[config.mk]
export PLATFORM = sky130hd
export DESIGN_NAME = trap_unit
export DESIGN_NICKNAME = d
export VERILOG_FILES = /design/src/rtl/trap_unit.sv
export SDC_FILE = /design/constraint.sdc
export NUM_CORES = 1
export LEC_CHECK = 0
export BUFFER_PORTS_ARGS = -buffer_cell sky130_fd_sc_hd__buf_2
export CAP_MARGIN = 20
export CORE_AREA = 3 3 232 234
export CTS_CLUSTER_SIZE = 12
export DETAILED_ROUTE_END_ITERATION = 10
export DIE_AREA = 0 0 235 237
export HOLD_SLACK_MARGIN = 0.08
export PLACE_DENSITY_LB_ADDON = 0.3
export SLEW_MARGIN = 20
export SYNTH_ARGS = -nofsm -noshare
export SYNTH_HDL_FRONTEND = slang
export SYNTH_SLANG_ARGS = --single-unit
export TNS_END_PERCENT = 5
[constraint.sdc]
create_clock -name clk -period 9.3 [get_ports clk]
set_clock_uncertainty 0.15 [all_clocks]
set_input_delay 0.93 -clock clk [delete_from_list [all_inputs] [get_ports clk]]
set_output_delay 0.93 -clock clk [all_outputs]
set_load 0.02 [all_outputs]
[src/rtl/trap_unit.sv]
// Machine-mode trap sequencer: arbitrates exceptions, interrupts and MRET, emits the
// one-cycle CSR update bundle and a held PC redirect with ready/valid handshake.
module trap_unit #(
    parameter int unsigned XLEN        = 64,
    parameter bit          VECTORED_EN = 1'b1
) (
    input  logic            clk,
    input  logic            reset,
    input  logic            stall_in,
    input  logic            exc_valid_in,
    input  logic [5:0]      exc_cause_in,
    input  logic [XLEN-1:0] exc_tval_in,
    input  logic [XLEN-1:0] exc_pc_in,
    input  logic            mret_in,
    input  logic            int_ok_in,
    input  logic [XLEN-1:0] next_pc_in,
    input  logic [2:0]      mip_in,
    input  logic [2:0]      mie_in,
    input  logic            mstatus_mie_in,
    input  logic [XLEN-1:0] mtvec_base_in,
    input  logic            mtvec_mode_in,
    input  logic [XLEN-1:0] mepc_in,
    output logic            trap_we_out,
    output logic [XLEN-1:0] mepc_out,
    output logic [XLEN-1:0] mcause_out,
    output logic [XLEN-1:0] mtval_out,
    output logic            mstatus_trap_out,
    output logic            mstatus_mret_out,
    output logic            flush_out,
    output logic            busy_out,
    output logic            redirect_valid_out,
    output logic [XLEN-1:0] redirect_pc_out,
    input  logic            redirect_ready_in
);

    typedef enum logic [1:0] {
        S_IDLE,
        S_TRAP,
        S_MRET,
        S_REDIR
    } state_e;

    state_e          state_q, state_d;
    logic [XLEN-1:0] mepc_q, mepc_d;
    logic [XLEN-1:0] mcause_q, mcause_d;
    logic [XLEN-1:0] mtval_q, mtval_d;
    logic [XLEN-1:0] target_q, target_d;

    logic [2:0]      pend;
    logic            int_take;
    logic [5:0]      int_code;
    logic [XLEN-1:0] base;
    logic [XLEN-1:0] vec_target;
    logic            idle_ok;
    logic            acc_exc, acc_mret, acc_int;

    // Event arbitration; reset gates acceptance so flush_out is 0 during reset.
    always_comb begin
        pend     = mip_in & mie_in;
        int_take = int_ok_in & mstatus_mie_in & (|pend);
        if (pend[2]) begin
            int_code = 6'd11;
        end else if (pend[0]) begin
            int_code = 6'd3;
        end else begin
            int_code = 6'd7;
        end
        base       = {mtvec_base_in[XLEN-1:2], 2'b00};
        vec_target = base + {{(XLEN-8){1'b0}}, int_code, 2'b00};
        idle_ok    = (state_q == S_IDLE) & ~stall_in & ~reset;
        acc_exc    = idle_ok & exc_valid_in;
        acc_mret   = idle_ok & ~exc_valid_in & mret_in;
        acc_int    = idle_ok & ~exc_valid_in & ~mret_in & int_take;
    end

    always_comb begin
        state_d   = state_q;
        mepc_d    = mepc_q;
        mcause_d  = mcause_q;
        mtval_d   = mtval_q;
        target_d  = target_q;
        flush_out = 1'b0;
        unique case (state_q)
            S_IDLE: begin
                if (acc_exc) begin
                    state_d   = S_TRAP;
                    mepc_d    = {exc_pc_in[XLEN-1:2], 2'b00};
                    mcause_d  = {{(XLEN-6){1'b0}}, exc_cause_in};
                    mtval_d   = exc_tval_in;
                    target_d  = base;
                    flush_out = 1'b1;
                end else if (acc_mret) begin
                    state_d   = S_MRET;
                    target_d  = mepc_in;
                    flush_out = 1'b1;
                end else if (acc_int) begin
                    state_d   = S_TRAP;
                    mepc_d    = {next_pc_in[XLEN-1:2], 2'b00};
                    mcause_d  = {1'b1, {(XLEN-7){1'b0}}, int_code};
                    mtval_d   = '0;
                    target_d  = (VECTORED_EN && mtvec_mode_in) ? vec_target : base;
                    flush_out = 1'b1;
                end
            end
            S_TRAP:  state_d = S_REDIR;
            S_MRET:  state_d = S_REDIR;
            S_REDIR: begin
                if (redirect_ready_in) begin
                    state_d = S_IDLE;
                end
            end
            default: state_d = S_IDLE;
        endcase
    end

    always_ff @(posedge clk or posedge reset) begin
        if (reset) begin
            state_q  <= S_IDLE;
            mepc_q   <= '0;
            mcause_q <= '0;
            mtval_q  <= '0;
            target_q <= '0;
        end else begin
            state_q  <= state_d;
            mepc_q   <= mepc_d;
            mcause_q <= mcause_d;
            mtval_q  <= mtval_d;
            target_q <= target_d;
        end
    end

    assign trap_we_out        = (state_q == S_TRAP);
    assign mstatus_trap_out   = (state_q == S_TRAP);
    assign mstatus_mret_out   = (state_q == S_MRET);
    assign redirect_valid_out = (state_q == S_REDIR);
    assign busy_out           = (state_q != S_IDLE);
    assign mepc_out           = mepc_q;
    assign mcause_out         = mcause_q;
    assign mtval_out          = mtval_q;
    assign redirect_pc_out    = target_q;

endmodule
==> results.ini <==
[power]
pwr-share-comb_pct = 45.1
power_density_nw_per_um2 = 290
p_seq_share_pct = 36.5
pwr-share-clk_pct = 18.4
p_sw_mw = 1.85
leakagePower_nw = 7.11
vdd.ir_drop.worst_v = 0.000135
p_int_mw = 2.39
netSwitchingFraction_pct = 43.6

[hold_path]
min_delay_path_depth = 2
hold_path.class = reg2reg

[synth]
synth_ff_type = dfrtp_1
netlist_instances = 1217
synth_edf_count = 0
synth_top_cell_by_area = dfrtp_1
synth_cell_types = 66
synth_area_leaders = dfrtp_1, nand2_1, a22o_1
async_reset_ff_share_pct = 100
ys_seq_area_share_pct = 45.6
synth.top_cell.area_share_pct = 45.6
netlist_area_sq_um = 10900
ys_warn_count = 0
synth_seq_cells = 199
synth_area_per_cell_sq_um = 8.97

[sta]
hold-worst-slack_ns = 0.334
fin_ws_ns = 5.06
finalSetupViolCount = 0
drv_slew = 0
period_needed_ns = 4.24
max-slew-margin-rel_pct = 27.0
fin_tns_setup_ns = 0
fin_crit_sh_pct = 45.6
rsz0062_at_grt = no
worstMarginPinSlew_ns = 1.09
final-hold-violation-count = 0
fmax_ghz = 0.236

[cts]
htreeDepth = 4
cts-root-buf = clkbuf_16
cts_tree = yes
clk_pin_slew_worst_paths_ns = 0.08
cts_buffer_depth = 2
cts_setup_buffers = 0
postCtsResizedCells = 0
cts_hold_buf = 0
clk_latency_ns = 0.49
cts_buffers = 17
clkSinkCount = 199

[drt]
final_antenna_net_count = 0
drc = 0
vias = 11700
wl_per_cell_um = 20.8
drt-pass1-iter-count = 5
vias_per_cell = 4.88
routed_wl_um = 49900
first_iter_violations = 760

[final_layout]
nets = 2042
syn_to_final_growth_pct = 34.2
layout-drive-gt1-share_pct = 35.4
fin_cells = 2397

[global_routing]
grt_pass1_vias = 11400
grt_antenna_before_repair = 11
grt_max_degree = 131
grt_usage_pct = 17.3
grt-ovfl-total = 0
grt_first_pass_wirelength_um = 73100

[floorplan]
io_pins = 603
fp-row-count = 84
die_x_um = 235
dieArea_sq_um = 55700
core_area_sq_um = 52200
initial_core_util_pct = 20.9
fp.dieH_um = 237

[critical_path]
worst-path-buf-inv = 3
path_delay_family = simple AND/OR/NAND/NOR gates
worst-path-stages = 7
path_cells = inv_1 > ha_1 > or3b_1 > nor2_1 > nor2_2 > clkinv_1 > buf_2
cp-end-kind = output port
required_ns = 8.22
critical_path_arrival_ns = 3.16
max_stage_delay_ns = 0.81
worst_path_max_delay_cell = nor2_1
reg2reg_depth = 9
worst-setup-path-type = reg2out
cp-start-kind = flop
crit_fanout = 9

[place]
dpl.hpwl_um = 37000
post-place-cells = 2363
gp_congestion = 0.869
place_ws_ns = 4.52
port_buffers = 537

[flow_run]
maxCapViolations = 0

[outcome]
outcome = finished, final reports clean

-- cells in the final DEF, fill, tap and decap left out, drive strengths merged, types with 5 or more instances in the layout --
| master | n |
|---|---|
| o22a | 5 |
| a222oi | 9 |
| o31ai | 5 |
| or4 | 5 |
| o21a | 5 |
| nor2 | 107 |
| inv | 29 |
| a21oi | 21 |
| and2 | 9 |
| and4 | 12 |
| o21ai | 37 |
| clkinv | 6 |
| and3 | 25 |
| o311ai | 10 |
| a31oi | 69 |
| dfrtp | 199 |
| a22o | 68 |
| conb | 59 |
| buf | 555 |
| mux2i | 8 |
| a211oi | 18 |
| ha | 7 |
| nor4 | 16 |
| clkbuf | 18 |
| nand3 | 37 |
| nor3 | 27 |
| o211ai | 14 |
| o21bai | 13 |
| a22oi | 6 |
| a31o | 5 |
| or3 | 8 |
| o22ai | 23 |
| o31a | 7 |
| nand2 | 168 |
| a311oi | 14 |
| nand4 | 34 |
-- final cells by class --
cell class	instances	area (sq um)
fillers	5694	37600
clock buffers	18	439
inverters	23	93.8
repair buffers	555	2820
clock inverters	13	153
well taps	688	861
diodes	3	7.51
flip-flops and latches	199	4980
multi-input cells	898	5290
-- logic make-up after synthesis --
| kind of cell | synth area share [%] |
|---|---|
| other | 0.0344 |
| xor gates and xnor gates | 0.321 |
| AOI/OAI and AO/OA | 23.9 |
| buffers and inverters | 8.45 |
| DFF | 45.6 |
| muxes | 0.734 |
| and+or+nand+nor | 20.1 |
| adders and majority gates | 0.803 |
-- sequential cells by signal, indices dropped and copies added, names as in the netlist --
name	flops
mtval_out	64
mepc_out	62
mcause_out	7
state_q	2
redirect_pc_out	64
-- power by group through the flow --
| stage | clock network [mW] | logic (mW) | registers (mW) |
|---|---|---|---|
| finish | 0.781 | 1.92 | 1.55 |
| global route | 0.847 | 2.07 | 1.60 |
| CTS | 0.817 | 1.95 | 1.55 |
| detailed placement | 0 | 1.95 | 1.55 |
| global placement | 0 | 1.93 | 1.55 |
| floorplan | 0 | 0.642 | 2.06 |
-- per-layer routing --
layer	part of all wire, %	global-route usage, %	routed length, um	up-vias
li1	-	-	-	5382
met4	1.8	5.36	918	8
met2	48	28.8	24000	516
met1	42	21.9	21100	5723
met5	0.096	0	48	-
met3	7.6	4.67	3770	57
-- through the flow --
step / utilization (%) / power, mW / area [sq um]
after floorplan: - / 2.71 / 11100
after detailed placement: 26.9 / 3.50 / 14000
after CTS: 28.0 / 4.31 / 14600
final: 28.0 / 4.25 / 14600
after global placement: 26.9 / 3.48 / 14000
after global routing: 28.0 / 4.52 / 14600
-- tightest hold or removal path, stage by stage, from the launching register on --
cell     delay [ns]
dfrtp_1        0.35
nand2_1        0.05
o21ai_0        0.06
-- cells in the mapped netlist, types with 8 or more instances --
cell type and instances:
a211oi_1 18, a21oi_1 21, a222oi_1 9, a22o_1 68, a311oi_1 14, a31oi_1 69
and2_1 9, and3_1 25, and4_1 12, buf_2 22, buf_4 60, clkbuf_1 69
dfrtp_1 199, inv_1 22, mux2i_1 8, nand2_1 168, nand3_1 37, nand4_1 34
nor2_1 106, nor3_1 27, nor4_1 16, o211ai_1 14, o21ai_0 37, o21bai_1 13
o22ai_1 23, o311ai_0 9, or3_1 8
-- final timing paths --
kind,startpoint,end,slack (ns)
worst min-delay path,redirect_pc_out[10]$_DFFE_PP0P_,redirect_pc_out[10]$_DFFE_PP0P_,0.33
min in group asynchronous,reset,redirect_pc_out[18]$_DFFE_PP0P_,0.50
worst max register to register,state_q[1]$_DFFE_PP0P_,redirect_pc_out[54]$_DFFE_PP0P_,5.46
max in group asynchronous,reset,mepc_out[14]$_DFFE_PP0P_,6.80
worst max-delay path,state_q[1]$_DFFE_PP0P_,flush_out,5.06
worst min register to register,redirect_pc_out[10]$_DFFE_PP0P_,redirect_pc_out[10]$_DFFE_PP0P_,0.33
No activity file was read; power rests on OpenSTA's default activity.
